File: src/rtl/io_reg_cell.sv
// io_reg_cell: sequential core of the AP3 IO register tile (registered OQ/OE, synchronized IQ with edge strobes).
// Define IO_REG_CELL_FILTER_EN to build the glitch filter between the synchronizer and IQ.
module io_reg_cell #(
  parameter logic        INIT_OQ        = 1'b0,
  parameter logic        INIT_OE        = 1'b0,
  parameter int unsigned IN_SYNC_STAGES = 2,
  parameter int unsigned FILTER_CYCLES  = 4
) (
  input  logic CLK,
  input  logic RST,
  input  logic CE,
  input  logic OD,
  input  logic OEN_D,
  input  logic PAD_I,
  output logic OQ,
  output logic OE,
  output logic IQ,
  output logic IQ_RISE,
  output logic IQ_FALL
);

  // Reject out-of-range configurations at elaboration.
  generate
    if (IN_SYNC_STAGES < 1 || IN_SYNC_STAGES > 3) begin : g_bad_sync
      $error("io_reg_cell: IN_SYNC_STAGES must be 1..3");
    end
    if (FILTER_CYCLES < 1 || FILTER_CYCLES > 15) begin : g_bad_filter
      $error("io_reg_cell: FILTER_CYCLES must be 1..15");
    end
  endgenerate

  logic [IN_SYNC_STAGES-1:0] sync_q;
  logic                      s;
  logic                      iq_d;

  // Pad synchronizer: free-running, only reset clears it.
  always_ff @(posedge CLK) begin
    if (RST) begin
      sync_q <= '0;
    end else begin
      sync_q[0] <= PAD_I;
      for (int i = 1; i < IN_SYNC_STAGES; i++) begin
        sync_q[i] <= sync_q[i-1];
      end
    end
  end

  assign s = sync_q[IN_SYNC_STAGES-1];

  // Output data and output enable registers.
  always_ff @(posedge CLK) begin
    if (RST) begin
      OQ <= INIT_OQ;
      OE <= INIT_OE;
    end else if (CE) begin
      OQ <= OD;
      OE <= OEN_D;
    end
  end

`ifdef IO_REG_CELL_FILTER_EN
  localparam int unsigned CNT_W = $clog2(FILTER_CYCLES + 1);
  localparam logic [CNT_W-1:0] CNT_LAST = CNT_W'(FILTER_CYCLES - 1);

  typedef enum logic {
    ST_STABLE  = 1'b0,
    ST_QUALIFY = 1'b1
  } flt_state_e;

  flt_state_e       state_q, state_d;
  logic [CNT_W-1:0] cnt_q, cnt_d;

  always_ff @(posedge CLK) begin
    if (RST) begin
      state_q <= ST_STABLE;
      cnt_q   <= '0;
    end else begin
      state_q <= state_d;
      cnt_q   <= cnt_d;
    end
  end

  // S must differ from IQ for FILTER_CYCLES enabled cycles before IQ follows.
  always_comb begin
    state_d = state_q;
    cnt_d   = cnt_q;
    iq_d    = IQ;
    if (CE) begin
      case (state_q)
        ST_STABLE: begin
          cnt_d = '0;
          if (s != IQ) begin
            if (FILTER_CYCLES == 1) begin
              iq_d = s;
            end else begin
              state_d = ST_QUALIFY;
              cnt_d   = CNT_W'(1);
            end
          end
        end
        ST_QUALIFY: begin
          if (s == IQ) begin
            state_d = ST_STABLE;
            cnt_d   = '0;
          end else if (cnt_q >= CNT_LAST) begin
            iq_d    = s;
            state_d = ST_STABLE;
            cnt_d   = '0;
          end else begin
            cnt_d = cnt_q + CNT_W'(1);
          end
        end
        default: begin
          state_d = ST_STABLE;
          cnt_d   = '0;
        end
      endcase
    end
  end
`else
  always_comb begin
    iq_d = IQ;
    if (CE) begin
      iq_d = s;
    end
  end
`endif

  // IQ and its edge strobes; a reset-forced change never strobes.
  always_ff @(posedge CLK) begin
    if (RST) begin
      IQ      <= 1'b0;
      IQ_RISE <= 1'b0;
      IQ_FALL <= 1'b0;
    end else begin
      IQ      <= iq_d;
      IQ_RISE <= iq_d & ~IQ;
      IQ_FALL <= ~iq_d & IQ;
    end
  end

endmodule

File: config.mk
export PLATFORM = sky130hd
export DESIGN_NAME = io_reg_cell
export DESIGN_NICKNAME = d
export VERILOG_FILES = /design/src/rtl/io_reg_cell.sv
export SDC_FILE = /design/constraint.sdc
export NUM_CORES = 1
export LEC_CHECK = 0
export BUFFER_PORTS_ARGS = -buffer_cell sky130_fd_sc_hd__buf_2
export CAP_MARGIN = 20
export CORE_AREA = 3 3 40 42
export CTS_BUF_LIST = sky130_fd_sc_hd__clkbuf_4 sky130_fd_sc_hd__clkbuf_8
export DETAILED_ROUTE_END_ITERATION = 6
export DIE_AREA = 0 0 43 45
export GPL_ROUTABILITY_DRIVEN = 0
export SLEW_MARGIN = 25
export SYNTH_ARGS = -nofsm -noshare
export SYNTH_HDL_FRONTEND = slang
export SYNTH_SLANG_ARGS = --single-unit
export TNS_END_PERCENT = 10
File: constraint.sdc
create_clock -name CLK -period 0.8 [get_ports CLK]
set_input_delay 0.16 -clock CLK [delete_from_list [all_inputs] [get_ports CLK]]
set_output_delay 0.16 -clock CLK [all_outputs]
set_load 0.02 [all_outputs]
==> results of run 1 <==
[synthesized netlist by cell type (all sizes together)]
cell type  count
dfxtp          7
mux2i          3
nor2           3
and4bb         2
nor2b          2
[cells by family (layout without fill, tap and decap cells)]
family / count (synthesis) / in the layout
buf+inv: 0 / 16
flops: 7 / 7
mux: 3 / 3
simple gates: 7 / 7
[routing by layer]
| metal | wire length [um] | part of all wire [%] |
|---|---|---|
| met1 | 189 | 47 |
| met4 | 0 | 0 |
| met5 | 0 | 0 |
| met2 | 154 | 38 |
| met3 | 61 | 15 |
[registers in the layout (all words and copies together), names as in the netlist]
register	flops
sync_q	2
IQ	1
IQ_FALL	1
IQ_RISE	1
OE	1
OQ	1
[metrics by stage]
stage	total power [mW]	utilization [%]	setup WS, ps	instances
finish	0.790	28.8	-52.1	48
CTS	0.807	28.8	-63.4	48
floorplan	0.402	-	1.73	17
global placement	0.435	23.0	102	43
detailed placement	0.435	23.0	123	43
global route	0.839	28.8	-84.2	48
[power by group]
part | internal, mW | switching, mW
clock | 0.224 | 0.124
combinational | 0.0409 | 0.0304
sequential | 0.364 | 0.00709
[area by class of cell]
cell class / count / area, um^2
clock buffers: 4 / 30.0
well taps: 15 / 18.8
fillers: 131 / 915
repair buffers: 12 / 96.3
multi-input cells: 10 / 78.8
flip-flops and latches: 7 / 146
[layout by cell type (no fill, tap or decap)]
master,instances
and4bb_2,2
clkbuf_4,4
dfxtp_2,5
nor2_1,3
buf_4,2
nor2b_1,2
buf_6,5
buf_2,5
mux2i_1,3
dfxtp_1,2
[final timing paths]
path / start / to / cells after the start
setup / recovery: OE / OE / 1
hold / removal: PAD_I / sync_q[0] / 2
setup reg to reg: IQ / IQ_FALL / 2
hold reg to reg: sync_q[0] / sync_q[1] / 1
[repair_timing]
action / CTS / global route
setup buffers: 1 / 0
resized for setup: 15 / 0
gates cloned: 0 / 0
endpoints found under the setup margin: 5 / 5
==> reports/results.ini, run 1 <==
[clock_network]
cts_sink_count=7
clkLatencyLatePin_ps=240
cts.hold.buffers_added=0
cts-buffers-inserted=3
clock_root_cell=clkbuf_4
clk_transition_reported_paths_ps=50
clock_path_buffers=2
cts_tree=yes
htree_depth=1

[critical_path]
endpoint_kind=output pin
timing.critical_path.required_ps=640
r2r_setup_slack_ps=30
worst_path_dominant_cell_family=flip-flops
timing.critical_path.from_type=flop
max_stage_delay_ps=330
path_buf_inv=1
path_max_fanout=2
cp.arrival_ps=690
crit_chain=buf_6
worst-setup-path-type=reg -> out
crit_path_top_delay_cell=dfxtp_2

[synthesis]
post_synth_and_or_nand_nor_area_fraction_pct=22.3
postSynthNetCount=23
mappedNetlistArea_um2=219
synth_xor_area_share_pct=0
complex_gate_fraction_of_the_synthesized_area_pct=0
synth_fa_ha_area_share_pct=0
area_share_of_the_largest_cell_type_after_synthesis_pct=64.0
synthTopCellsByArea=dfxtp_1 64%, mux2i_1 14%, and4bb_2 11%, nor2b_1 5.7%, nor2_1 5.1%
synth_top_area_cell=dfxtp_1
synthesis.yosys.warnings=0
synth_top_family_by_area=simple AND/OR/NAND/NOR gates
synth_mux_area_share_pct=13.7
postSynthCellCount=17
synthesis.area_per_instance_um2=12.9
yosysUniqueCellTypes=5
seq_area_frac_synth_pct=64.0
synth_seq_cells=7

[floorplanning]
ios=11
start_util_pct=17.0
placement_rows=13
core_region_area_mm2=0.00128
fp.dieArea_mm2=0.00194
die-height_um=45
die_w_um=43

[global_route]
grtUsageMet2_pct=6.89
grtUsageMet3_pct=6.37
gr-max-usage-layer=met2
gr-usage-all-layers_pct=5.43
grt_first_pass_wirelength_um=696
met1_track_utilization_from_global_routing_pct=5.58
number_of_global_route_vias_before_repair=178
grt_max_degree=6
global_route.overflow_total=0
grt_antenna_before_repair=0

[timing]
transition_time_at_the_pin_with_the_least_slew_margin_ps=120
final_worst_path_period_share_pct=107
worst_hold_slack_ps=123
rsz0062_at_grt=true
tns_ps=-218
endpoints_failing_setup=5
clock_skew_ps=0.335
final_max_slew_viol_count=0
max_freq_mhz=1170
slew_headroom_pct=91.7
worst_setup_slack_after_layout_ps=-52.1
fin_crit_period_ps=852
hold_violations=0

[routing]
drtAntennaViolNets=0
dr_vias=178
drt-vias-per-instance=3.71
wl_per_cell_um=8.44
drt-pass1-iter-count=2
initialDrtViolationCount=2
drc=0
detail_route.wirelength_um=405

[worst_hold_path]
worst_hold_path_type=in -> reg

[finish]
share_of_final_layout_standard_cells_stronger_than_drive_strength_1_pct=69.7
syn2layout_area_growth_pct=69.1
fin_nets=40
design_area_um2=370
n_antenna_cell=0

[pwr]
p_per_area_mw_per_mm2=2130
p_leak_nw=0.173
vdd_drop_max_mv=1.07

[place]
port_buffers=10
placedInstanceArea_um2=295

[status]
violations=setup timing
run_status=finished with violations

[flow_run]
max_cap_viols=0

(Power assumes the default switching activity.)
==> inputs of run 2 (changes only) <==
CTS_BUF_LIST = sky130_fd_sc_hd__clkbuf_4   (was sky130_fd_sc_hd__clkbuf_4 sky130_fd_sc_hd__clkbuf_8)
RECOVER_POWER = 25   (was not set)
clock period = 1 ns   (was 0.8 ns; I/O delays follow)
==> reports/results.ini, run 2 (synthesis gave the netlist of run 1 again) <==
[status]
run_status=complete, no violations

[floorplanning]
ios=11
core_region_area_mm2=0.00128
die-height_um=45
placement_rows=13
die_w_um=43
start_util_pct=17.0
fp.dieArea_mm2=0.00194

[finish]
finalNonFillerCells=46
syn2layout_area_growth_pct=46.3
multi_input_area_um2=78.8
final-seq-area_um2=141
share_of_final_layout_standard_cells_stronger_than_drive_strength_1_pct=51.6
layout.cells.most_common_list=8 x buf_2, 6 x dfxtp_1, 4 x clkbuf_4
n_antenna_cell=0
fill_cells=139
fin_nets=38
most_common_cell_after_layout_fill_and_taps_aside=buf_2
largest_register_ffs=2
registers.top_by_ff_count=sync_q

[critical_path]
timing.critical_path.from_type=flop
crit_path_top_delay_cell=dfxtp_1
worst_r2r_path_depth=1
path_buf_inv=1
critical_path_depth=1
endpoint_kind=output pin
worst-setup-path-type=reg -> out
worst_path_dominant_cell_family=flip-flops
cp.arrival_ps=730
max_stage_delay_ps=320
path_max_fanout=2
timing.critical_path.required_ps=800
crit_chain=buf_2

[clock_network]
clkLatencyLatePin_ps=250
clk_transition_reported_paths_ps=50
cts-buffers-inserted=3
cts_tree=yes
htree_depth=1
clock_root_cell=clkbuf_4
postCtsSetupRepairBufs=0
cts_sink_count=7
clock_path_buffers=2

[timing]
max_freq_mhz=1070
final_max_slew_viol_count=0
slew_headroom_pct=83.3
clock_skew_ps=0.800
hold_violations=0
endpoints_failing_setup=0
final_worst_path_period_share_pct=93.1
fin_crit_period_ps=931
rsz0062_at_grt=false
transition_time_at_the_pin_with_the_least_slew_margin_ps=251
tns_ps=0

[global_route]
grt_max_degree=8
number_of_global_route_vias_before_repair=170
grt_antenna_before_repair=0
gr-usage-all-layers_pct=5.60
grt_first_pass_wirelength_um=703
global_route.overflow_total=0

[pwr]
report.power.total_mw=0.616
vdd_drop_max_mv=1.15
internal_power_mw=0.490
power_frac_seq_pct=47.8
netSwitchingFraction_pct=20.3
combinationalPowerShare_pct=7.2
p_leak_nw=0.155
net-switching-power_mw=0.125
p_per_area_mw_per_mm2=1920
power_frac_clock_pct=45.0

[routing]
wl_per_cell_um=8.22
drc=0
dr_vias=175
detail_route.wirelength_um=378
initialDrtViolationCount=1
drt-vias-per-instance=3.80
drtAntennaViolNets=0
drt-pass1-iter-count=2

[place]
port_buffers=10
numPlacedInstances=42

[worst_hold_path]
worst_hold_path_type=in -> reg
worstHoldPathCells=2

[flow_run]
max_cap_viols=0

## run 2: worst paths after layout
| check | slack (ps) | from | endpoint |
|---|---|---|---|
| min | 160 | PAD_I | sync_q[0] |
| min reg2reg | 440 | sync_q[0] | sync_q[1] |
| max | 70 | OQ | OQ |
| max reg2reg | 330 | sync_q[1] | IQ_FALL |
## run 2: layer usage
layer | up-vias | track usage (%) | wire length [um]
met1 | 78 | 5.84 | 158
met3 | 0 | 7.57 | 66
met4 | 0 | 1.81 | 0
met5 | - | 0 | 0
li1 | 86 | - | -
met2 | 11 | 6.29 | 153
## run 2: through the flow
stage	area, um^2	utilization, %	setup WS, ps	hold WS (ps)
floorplan	219	-	202	272
CTS	318	24.7	8.89	154
global route	320	24.9	17.6	200
global placement	288	22.4	270	413
finish	320	24.9	69.3	163
detailed placement	288	22.4	264	416
## run 2: area by class of cell
type	instances	share of cell area, %
timing repair buffer	10	16.0
clock buffer	4	9.38
multi-input combinational	10	24.6
sequential	7	44.1
tap	15	5.86
## run 2: timing repair
| item | in CTS | in global routing |
|---|---|---|
| setup endpoints to repair | 0 | 1 |
| hold buffers | 0 | 0 |
| resized for setup | 0 | 2 |
| hold endpoints to repair | 0 | 0 |
## run 2: power by group through the flow
stage / sequential [mW] / clock [mW] / combinational [mW]
6_report: 0.294 / 0.277 / 0.0441
5_1_grt: 0.296 / 0.313 / 0.0499
2_1_floorplan: 0.308 / 0 / 0.0134
3_3_place_gp: 0.300 / 0 / 0.0449
4_1_cts: 0.294 / 0.290 / 0.0449
3_5_place_dp: 0.300 / 0 / 0.0449
==> inputs of run 3 (changes only) <==
PLACE_DENSITY = 0.33   (was not set)
==> reports/results.ini, run 3 (synthesis gave the netlist of run 1 again) <==
[timing]
fin_crit_period_ps=961
endpoints_failing_setup=0
clock_skew_ps=0.645
max_freq_mhz=1040
final_max_slew_viol_count=0
slew_headroom_pct=82.5
worst_setup_slack_after_layout_ps=38.7
final_worst_path_period_share_pct=96.1
transition_time_at_the_pin_with_the_least_slew_margin_ps=263
rsz0062_at_grt=false
tns_ps=0
hold_violations=0

[global_route]
grt_max_degree=8
grt_first_pass_wirelength_um=621
global_route.overflow_total=0
grt_antenna_before_repair=0
gr-usage-all-layers_pct=5.00
number_of_global_route_vias_before_repair=146

[routing]
drt-pass1-iter-count=1
drc=0
wl_per_cell_um=8.54
drt-vias-per-instance=3.72
initialDrtViolationCount=0
detail_route.wirelength_um=393
dr_vias=171
drtAntennaViolNets=0

[finish]
syn2layout_area_growth_pct=45.7
registers.top_by_ff_count=sync_q
fin_nets=38
layout.cells.most_common_list=8 x buf_2, 7 x dfxtp_1, 4 x clkbuf_4
share_of_final_layout_standard_cells_stronger_than_drive_strength_1_pct=48.4
largest_register_ffs=2
n_antenna_cell=0
most_common_cell_after_layout_fill_and_taps_aside=buf_2
fill_cells=136

[clock_network]
cts_tree=yes
cts_sink_count=7
clk_transition_reported_paths_ps=50
clock_path_buffers=2
clock_root_cell=clkbuf_4
clkLatencyLatePin_ps=250
htree_depth=1
cts-buffers-inserted=3
postCtsSetupRepairBufs=0

[critical_path]
timing.critical_path.from_type=flop
endpoint_kind=output pin
worst_path_dominant_cell_family=flip-flops
crit_chain=buf_4
timing.critical_path.required_ps=800
max_stage_delay_ps=360
crit_path_top_delay_cell=dfxtp_1
path_buf_inv=1
cp.arrival_ps=760
path_max_fanout=4
worst-setup-path-type=reg -> out

[floorplanning]
fp.dieArea_mm2=0.00194
core_region_area_mm2=0.00128
start_util_pct=17.0
die-height_um=45
placement_rows=13
ios=11
die_w_um=43

[flow_run]
max_cap_viols=0

[pwr]
p_per_area_mw_per_mm2=1950
vdd_drop_max_mv=0.753
p_leak_nw=0.154

[status]
run_status=complete, no violations

[place]
dp_slack_ps=287
port_buffers=10

[worst_hold_path]
worst_hold_path_type=in -> reg

==> run 3: cell counts in the layout (fill, tap and decap cells not counted) <==
No cell type changed its count.
==> run 3: worst paths after layout <==
check,start,endpoint,slack (ps),cells past startpoint
worst max register to register,IQ,IQ_RISE,300,1
worst min-delay path,PAD_I,sync_q[0],160,2
worst min register to register,sync_q[0],sync_q[1],440,1
worst max-delay path,IQ,IQ,40,1
==> run 3: final cells by class <==
| cell class | count | area [um^2] | share of cell area, % |
|---|---|---|---|
| Timing Repair Buffer | 10 | 51.3 | 16.1 |
| Multi-Input combinational cell | 10 | 78.8 | 24.7 |
| Tap cell | 15 | 18.8 | 5.88 |
| Clock buffer | 4 | 30.0 | 9.41 |
| Sequential cell | 7 | 140 | 43.9 |
==> run 3: what timing repair did <==
item                                    CTS  global route
resized for setup                         0             1
hold buffers                              0             0
endpoints found under the hold margin     0             0
endpoints found under the setup margin    0             1
==> run 3: report_power, final <==
part	internal (mW)	total, mW	leakage (nW)	switching [mW]
Sequential	0.290	0.294	0.0573	0.00406
Clock	0.179	0.283	0.0184	0.104
Combinational	0.0213	0.0446	0.0783	0.0233
==> run 3: metrics by stage <==
step / util [%] / total power, mW / cells / hold WS (ps) / instance area (um^2)
2_1_floorplan: - / 0.321 / 17 / 272 / 219
3_3_place_gp: 22.4 / 0.345 / 42 / 420 / 288
3_5_place_dp: 22.4 / 0.345 / 42 / 414 / 288
4_1_cts: 24.7 / 0.634 / 46 / 152 / 318
5_1_grt: 24.8 / 0.653 / 46 / 189 / 319
6_report: 24.8 / 0.622 / 46 / 157 / 319
==> run 3: metal layers <==
metal / track usage (%) / up-vias / routed length (um)
met3: 7.57 / 0 / 97
met5: 0 / - / 0
met4: 3.61 / 0 / 0
li1: - / 86 / -
met2: 5.09 / 14 / 132
met1: 4.36 / 71 / 163
